<file path="config.mk">
export PLATFORM = sky130hd
export DESIGN_NAME = fifo_rd_stream
export DESIGN_NICKNAME = d
export VERILOG_FILES = /design/src/rtl/fifo_rd_stream.sv
export SDC_FILE = /design/constraint.sdc
export NUM_CORES = 1
export LEC_CHECK = 0
export ABC_AREA = 1
export BUFFER_PORTS_ARGS = -buffer_cell sky130_fd_sc_hd__buf_2
export CAP_MARGIN = 15
export CORE_MARGIN = 2
export CORE_UTILIZATION = 35
export CTS_CLUSTER_SIZE = 8
export DETAILED_ROUTE_END_ITERATION = 8
export GPL_ROUTABILITY_DRIVEN = 1
export PLACE_DENSITY_LB_ADDON = 0.12
export SLEW_MARGIN = 10
export SYNTH_ARGS = -nofsm -noshare
export SYNTH_HDL_FRONTEND = slang
export SYNTH_SLANG_ARGS = --single-unit
</file>
<file path="constraint.sdc">
create_clock -name rclk -period 3.7 [get_ports rclk]
set_clock_uncertainty 0.1 [all_clocks]
set_input_delay 0.185 -clock rclk [delete_from_list [all_inputs] [get_ports rclk]]
set_output_delay 0.185 -clock rclk [all_outputs]
set_load 0.02 [all_outputs]
</file>
<file path="src/rtl/fifo_rd_stream.sv">
// fifo_rd_stream: read-side consumer of the dual-clock FIFO (rclk domain).
// Pops FIFO words into a 2-entry skid buffer and presents them as a
// valid/ready stream. The block also provides enable/flush control and
// counters for delivered and flushed words.
module fifo_rd_stream #(
   parameter int Dsize = 8,
   parameter int CNT_W = 16
) (
   input  logic             rclk,
   input  logic             r_rst,
   input  logic [Dsize-1:0] rd_data,
   input  logic             rempty,
   output logic             rinc,
   input  logic             en,
   input  logic             flush,
   output logic [Dsize-1:0] m_data,
   output logic             m_valid,
   input  logic             m_ready,
   output logic             busy,
   output logic [CNT_W-1:0] out_cnt,
   output logic [CNT_W-1:0] flush_cnt
);

   typedef enum logic [1:0] {IDLE, RUN, FLUSH} state_t;

   state_t           state;
   logic [1:0]       occ;
   logic [1:0]       occ_next;
   logic [Dsize-1:0] buf1;
   logic             push;
   logic             pop;

   // Pop strobe and skid-buffer bookkeeping; m_ready never reaches rinc.
   // en gates rinc directly so fetching stops in the cycle en drops.
   always_comb begin
      rinc     = 1'b0;
      push     = 1'b0;
      pop      = m_valid && m_ready;
      occ_next = occ;
      case (state)
         RUN:     rinc = en && !rempty && (occ != 2'd2);
         FLUSH:   rinc = !rempty;
         default: rinc = 1'b0;
      endcase
      push = rinc && (state != FLUSH);
      if (push && !pop)
         occ_next = occ + 2'd1;
      else if (!push && pop)
         occ_next = occ - 2'd1;
   end

   // Control FSM, skid-buffer storage and word counters.
   always_ff @(posedge rclk or posedge r_rst) begin
      if (r_rst) begin
         state     <= IDLE;
         occ       <= 2'd0;
         m_valid   <= 1'b0;
         m_data    <= '0;
         buf1      <= '0;
         busy      <= 1'b0;
         out_cnt   <= '0;
         flush_cnt <= '0;
      end else begin
         out_cnt <= out_cnt + CNT_W'(pop);

         // m_data is the oldest entry; buf1 holds the second one.
         case ({push, pop})
            2'b10: begin
               if (occ == 2'd0)
                  m_data <= rd_data;
               else
                  buf1 <= rd_data;
            end
            2'b01:   m_data <= buf1;
            2'b11:   m_data <= rd_data;
            default: m_data <= m_data;
         endcase

         case (state)
            IDLE, RUN: begin
               if (flush) begin
                  // Whatever stays buffered after this edge's transfer is discarded.
                  state     <= FLUSH;
                  busy      <= 1'b1;
                  occ       <= 2'd0;
                  m_valid   <= 1'b0;
                  flush_cnt <= flush_cnt + CNT_W'(occ_next);
               end else begin
                  state   <= en ? RUN : IDLE;
                  occ     <= occ_next;
                  m_valid <= (occ_next != 2'd0);
               end
            end
            FLUSH: begin
               if (rempty) begin
                  state <= IDLE;
                  busy  <= 1'b0;
               end else begin
                  flush_cnt <= flush_cnt + CNT_W'(1);
               end
            end
            default: begin
               state   <= IDLE;
               busy    <= 1'b0;
               occ     <= 2'd0;
               m_valid <= 1'b0;
            end
         endcase
      end
   end

endmodule

</file>
== After elaboration in Yosys (flattened, before gate mapping) ==
Index checks and enable logic that the tools add are counted.

* Bitwise logic cells: 1
* Add/sub/neg operators: 5
* Eq/ne operators: 11
* Reductions and logical operators: 19
* Muxes and demuxes: 19

{| class="wikitable"
|+ Operators with widths
! operator !! number
|-
| $mux 16 || 2
|-
| $pmux 16 s2 || 1
|-
| $pmux 8 s3 || 1
|-
| $add 16x1->16 || 1
|-
| $add 16x1->16 const B || 1
|-
| $add 16x2->16 || 1
|-
| $ne 2x2->1 const B || 6
|-
| $mux 2 || 5
|-
| $mux 8 || 1
|-
| $pmux 2 s2 || 2
|-
| $eq 2x2->1 const B || 3
|-
| $logic_and 1x1->1 || 6
|-
| $pmux 1 s2 || 3
|-
| $reduce_and 2->1 || 3
|-
| $eq 2x1->1 const B || 2
|-
| $logic_not 2->1 || 2
|-
| $mux 1 || 4
|-
| $reduce_bool 2->1 || 2
|-
| $logic_not 1->1 || 3
|-
| $reduce_and 3->1 || 1
|-
| $reduce_bool 3->1 || 1
|-
| $add 2x1->2 const B || 1
|-
| $reduce_or 2->1 || 1
|-
| $sub 2x1->2 const B || 1
|-
| $not 1->1 || 1
|}

* Output and inout port bits: 43
* Bits of input ports: 14
* Register bits after elaboration: 54

== Longest topological paths before layout ==
* Depth in word-level cells: 12
* Gate-level depth with buffers: 23
* Depth with buffers taken out: 22

== Worst setup path before layout ==
No wires, ideal clock.

* Kind: reg2reg
* From: reg state[0]
* To: reg flush_cnt[14]
* Arrival: 2,505 ps
* Setup time: 129 ps
* Setup slack: 967 ps
* Cell stages (with the launch flop): 19
* Buffers on the path: 1
* Cells stage by stage: dfrtp_1 inv_1 ha_1 nand2_4 nand2_4 nand3_4 nand2_2 buf_6 nand2_1 nand2_1 nand2_1 nand2_1 ha_1 inv_1 fa_1 nor3_1 a31oi_1 o21ai_0 o21ai_0

* Cells in the longest elaborated chain, start to end: 10
* Elaborated cells between the ends (all ways): 19

{| class="wikitable"
|+ RTL lines
! what !! line !! RTL
|-
| start: declaration || 26 || <nowiki>state_t state;</nowiki>
|-
| start signal: assignment || 89 || <nowiki>state <= en ? RUN : IDLE;</nowiki>
|-
| $eq 2x2->1 or $eq 2x1->1 (tied branches) || 40, 79 ||
|-
| $pmux 1 s2 || 40 || <nowiki>case (state)</nowiki>
|-
| $logic_and 1x1->1 || 45 || <nowiki>push = rinc && (state != FLUSH);</nowiki>
|-
| $logic_not 1->1 || 48 || <nowiki>else if (!push && pop)</nowiki>
|-
| $logic_and 1x1->1 || 48 ||
|-
| $mux 2 || 48 ||
|-
| $mux 2 || 46 || <nowiki>if (push && !pop)</nowiki>
|-
| $add 16x2->16 || 87 || <nowiki>flush_cnt <= flush_cnt + CNT_W'(occ_next);</nowiki>
|-
| $mux 16 || 81 || <nowiki>if (flush) begin</nowiki>
|-
| $pmux 16 s2 || 79 || <nowiki>case (state)</nowiki>
|-
| end signal: assignment || 87 ||
|-
| end signal: assignment || 99 || <nowiki>flush_cnt <= flush_cnt + CNT_W'(1);</nowiki>
|-
| end: declaration || 21 || <nowiki>output logic [CNT_W-1:0] flush_cnt</nowiki>
|}

Parallel ways exist; a longest one is shown, timed or not. The select of a mux whose other input is x is not followed.
A chain may end at the register's enable or synchronous reset.

== Worst setup path in the final report ==
Ends and elaborated chain as after synthesis.

==> results.py <==
metrics = {
    "logic_synthesis": {
        "syn-mean-instance-area_um2": 9.20,
        "synth_common_cells": "nand2_1 (64), dfrtp_1 (54), inv_1 (50)",
        "synthTopCellsByArea": "dfrtp_1 (48%), nand2_1 (8.5%), inv_1 (6.6%)",
        "ys_ff_latch": 54,
        "synth_most_common_cell": "nand2_1",
        "async_reset_ff_frac": 1.00,
        "synth-edff-count": 0,
        "seq_area_frac_synth": 0.476,
        "yosys.area.top_type": "dfrtp_1",
        "synth_top_area_share": 0.476,
        "ys.flop_type": "dfrtp_1",
        "yosysWarnings": 0,
        "syn_nets": 333,
        "postSynthCellCount": 309,
        "yosys.cell_types.count": 33,
        "synth_area_um2": 2840,
    },
    "run_status": {
        "outcome": "finished clean",
    },
    "floorplan": {
        "die_w_um": 94.1,
        "io_pins": 57,
        "initial_core_util": 0.364,
        "dieArea_um2": 8850,
        "die_h_um": 94.1,
        "core_area_um2": 7810,
        "row_count": 32,
    },
    "grt": {
        "grt_pass1_vias": 2047,
        "antenna_found_initial": 0,
        "grt_pass1_wl_mm": 9.89,
        "track_usage": 0.141,
        "grt_max_degree": 33,
        "gr-total-overflow": 0,
    },
    "timing": {
        "slew_viol_final": 0,
        "tightest_slew_ps": 685,
        "clock.fmax_mhz": 314,
        "finalHoldViolations": 0,
        "rsz0062_at_grt": "no",
        "slew-limit-headroom": 0.543,
        "min_period_over_period": 0.860,
        "worst_slack_ps": 519,
        "setup_viol": 0,
        "setup_tns_ps": 0,
        "period_minus_slack_ps": 3180,
    },
    "critical_path": {
        "r2r-start": "state[0]",
        "crit_top_cell": "nand2_1",
        "reg2reg_to": "flush_cnt[14]",
        "critPathLaunchType": "register",
        "cp_cell_sequence": "inv_1, ha_1, nand2_4, nand2_4, nand3_4, nand2_2, nand2_1, nand2_1, nand2_1, nand2_1, ha_1, inv_1, fa_1, nor3_1, a31oi_1, o21ai_0, o21ai_0",
        "rrSetupSlack_ps": 520,
        "path_buf_inv": 2,
        "cp.required_ps": 3800,
        "cp_max_fo": 20,
        "worstPathArrival_ps": 3280,
        "path_class": "register to register",
        "endpoint_kind": "register",
        "cp_top_family": "simple AND/OR/NAND/NOR gates",
        "r2r_cells": 17,
        "cpPeakStageDelay_ps": 400,
        "cp_slowest_cell": "dfrtp_1",
    },
    "worst_hold_path": {
        "hold_path_depth": 3,
        "hp-start": "rd_data[3]",
        "hold_class": "primary input to register",
        "whs_endpoint": "buf1[3]",
    },
    "cts": {
        "cts.reportedPaths.clkPinSlew_ps": 100,
        "cts_buffer_depth": 2,
        "clock_latency_ps": 310,
        "cts_tree": "done",
        "cts_setup_buffers": 0,
        "cts_num_sinks": 54,
        "clockRootBuffer": "clkbuf_8",
        "cts-buffers-inserted": 5,
        "cts_htree_levels": 2,
    },
    "drt": {
        "first_iter_violations": 61,
        "vias": 2147,
        "ant_nets": 0,
        "drc": 0,
        "drt_first_pass_iters": 4,
        "vias_per_cell": 4.54,
        "wl_mm": 5.89,
        "wire_per_inst_um": 12.4,
    },
    "place": {
        "place.gp.congestion": 0.801,
        "portBuffers": 56,
        "pre_cts_slack_ps": 519,
        "place_hpwl_mm": 4.39,
    },
    "pwr": {
        "seqPwrFrac": 0.417,
        "total_leakage_power_uw": 0.00179,
        "switching_share": 0.435,
        "ir_drop_mv": 0.332,
        "power_density_nw_per_um2": 627,
        "p_clk_frac": 0.162,
        "p_sw_uw": 904,
        "intPower_uw": 1170,
        "combPwrFrac": 0.421,
    },
    "layout": {
        "areaGrowthSynthToFinish_pct": 16.7,
        "drive_gt1_frac": 0.259,
        "fin_nets": 394,
        "antenna_cells": 0,
    },
    "flow_run": {
        "maxCapViolations": 0,
    },
}
## registers in the layout (all words and copies together), names as in the netlist
| signal | count |
|---|---|
| buf1 | 8 |
| busy | 1 |
| flush_cnt | 16 |
| m_data | 8 |
| m_valid | 1 |
| occ | 2 |
| out_cnt | 16 |
| state | 2 |
## power by group through the flow
stage / combinational (uW) / clock (uW) / sequential (uW)
floorplan: 515 / 0 / 1000
global placement: 875 / 0 / 879
detailed placement: 879 / 0 / 881
CTS: 890 / 355 / 868
global route: 996 / 374 / 892
finish: 875 / 337 / 867
## area by class of cell
class | count | area (um^2)
fill | 808 | 4490
multi-input combinational | 199 | 1250
timing repair buffer | 58 | 298
clock inverter | 3 | 21.3
sequential | 54 | 1350
tap | 102 | 128
clock buffer | 5 | 68.8
inverter | 52 | 198
## placed cells by master (no fill, tap or decap), types with 2 or more instances in the layout
cell type  instances
a21oi_1            3
buf_2             56
clkbuf_8           5
dfrtp_1           54
ha_1               9
inv_1             49
inv_2              2
nand2_1           64
nand2_2            3
nand2_4            3
nand3_1           13
nand3_2            2
nand4_1            8
nor2_1            17
nor2_2             3
nor3_1             7
o211ai_1           6
o211ai_2           2
o21ai_0           12
o21ai_1            3
o21ai_2            8
xnor2_1            9
xor2_1            18
## worst max path at each step
stage / startpoint / to / cells after the start
3_3_place_gp: state[0] / flush_cnt[14] / 17
4_1_cts: state[0] / flush_cnt[14] / 17
2_1_floorplan: state[0] / flush_cnt[14] / 18
3_5_place_dp: state[0] / flush_cnt[14] / 17
5_1_grt: state[1] / flush_cnt[14] / 19
6_report: state[0] / flush_cnt[14] / 17
## worst register-to-register path, delay by kind of cell (launching register included)
| kind | cells | cell delay, ps |
|---|---|---|
| simple gates | 9 | 1220 |
| buf+inv | 2 | 160 |
| flops | 1 | 400 |
| fa+ha+maj | 3 | 810 |
| compound gates | 3 | 380 |
## stage by stage
stage / area (um^2) / instances / utilization / power (uW) / hold slack, ps
after detailed placement: 3220 / 464 / 0.412 / 1760 / 243
final: 3320 / 473 / 0.425 / 2080 / 38.4
after global placement: 3220 / 464 / 0.412 / 1750 / 241
after floorplan: 2840 / 309 / - / 1520 / 232
after global routing: 3320 / 473 / 0.425 / 2260 / 47.0
after CTS: 3320 / 473 / 0.425 / 2110 / 27.3
## per-layer routing
metal / vias to the layer above / track usage / part of all wire
li1: 1101 / - / -
met1: 1002 / 0.203 / 0.51
met2: 40 / 0.217 / 0.45
met3: 4 / 0.0249 / 0.033
met4: 0 / 0.0399 / 0.0082
met5: - / 0 / 0
## cell families (layout without fill, tap and decap cells)
logic type               Yosys count  after routing  share of synthesized area
AO/OA/AOI/OAI                     37             37                     0.0929
flip-flops                        54             54                      0.476
buffers and inverters             56            118                     0.0841
adder cells (fa/ha/maj)           10             10                     0.0467
XOR/XNOR                          27             27                     0.0832
AND/OR/NAND/NOR                  125            125                      0.218
## repair_timing
item / in CTS / in global routing
endpoints found under the hold margin: 31 / 0
gates resized for setup: 0 / 0
hold buffers: 1 / 0
Power figures use the tool's default switching activity.
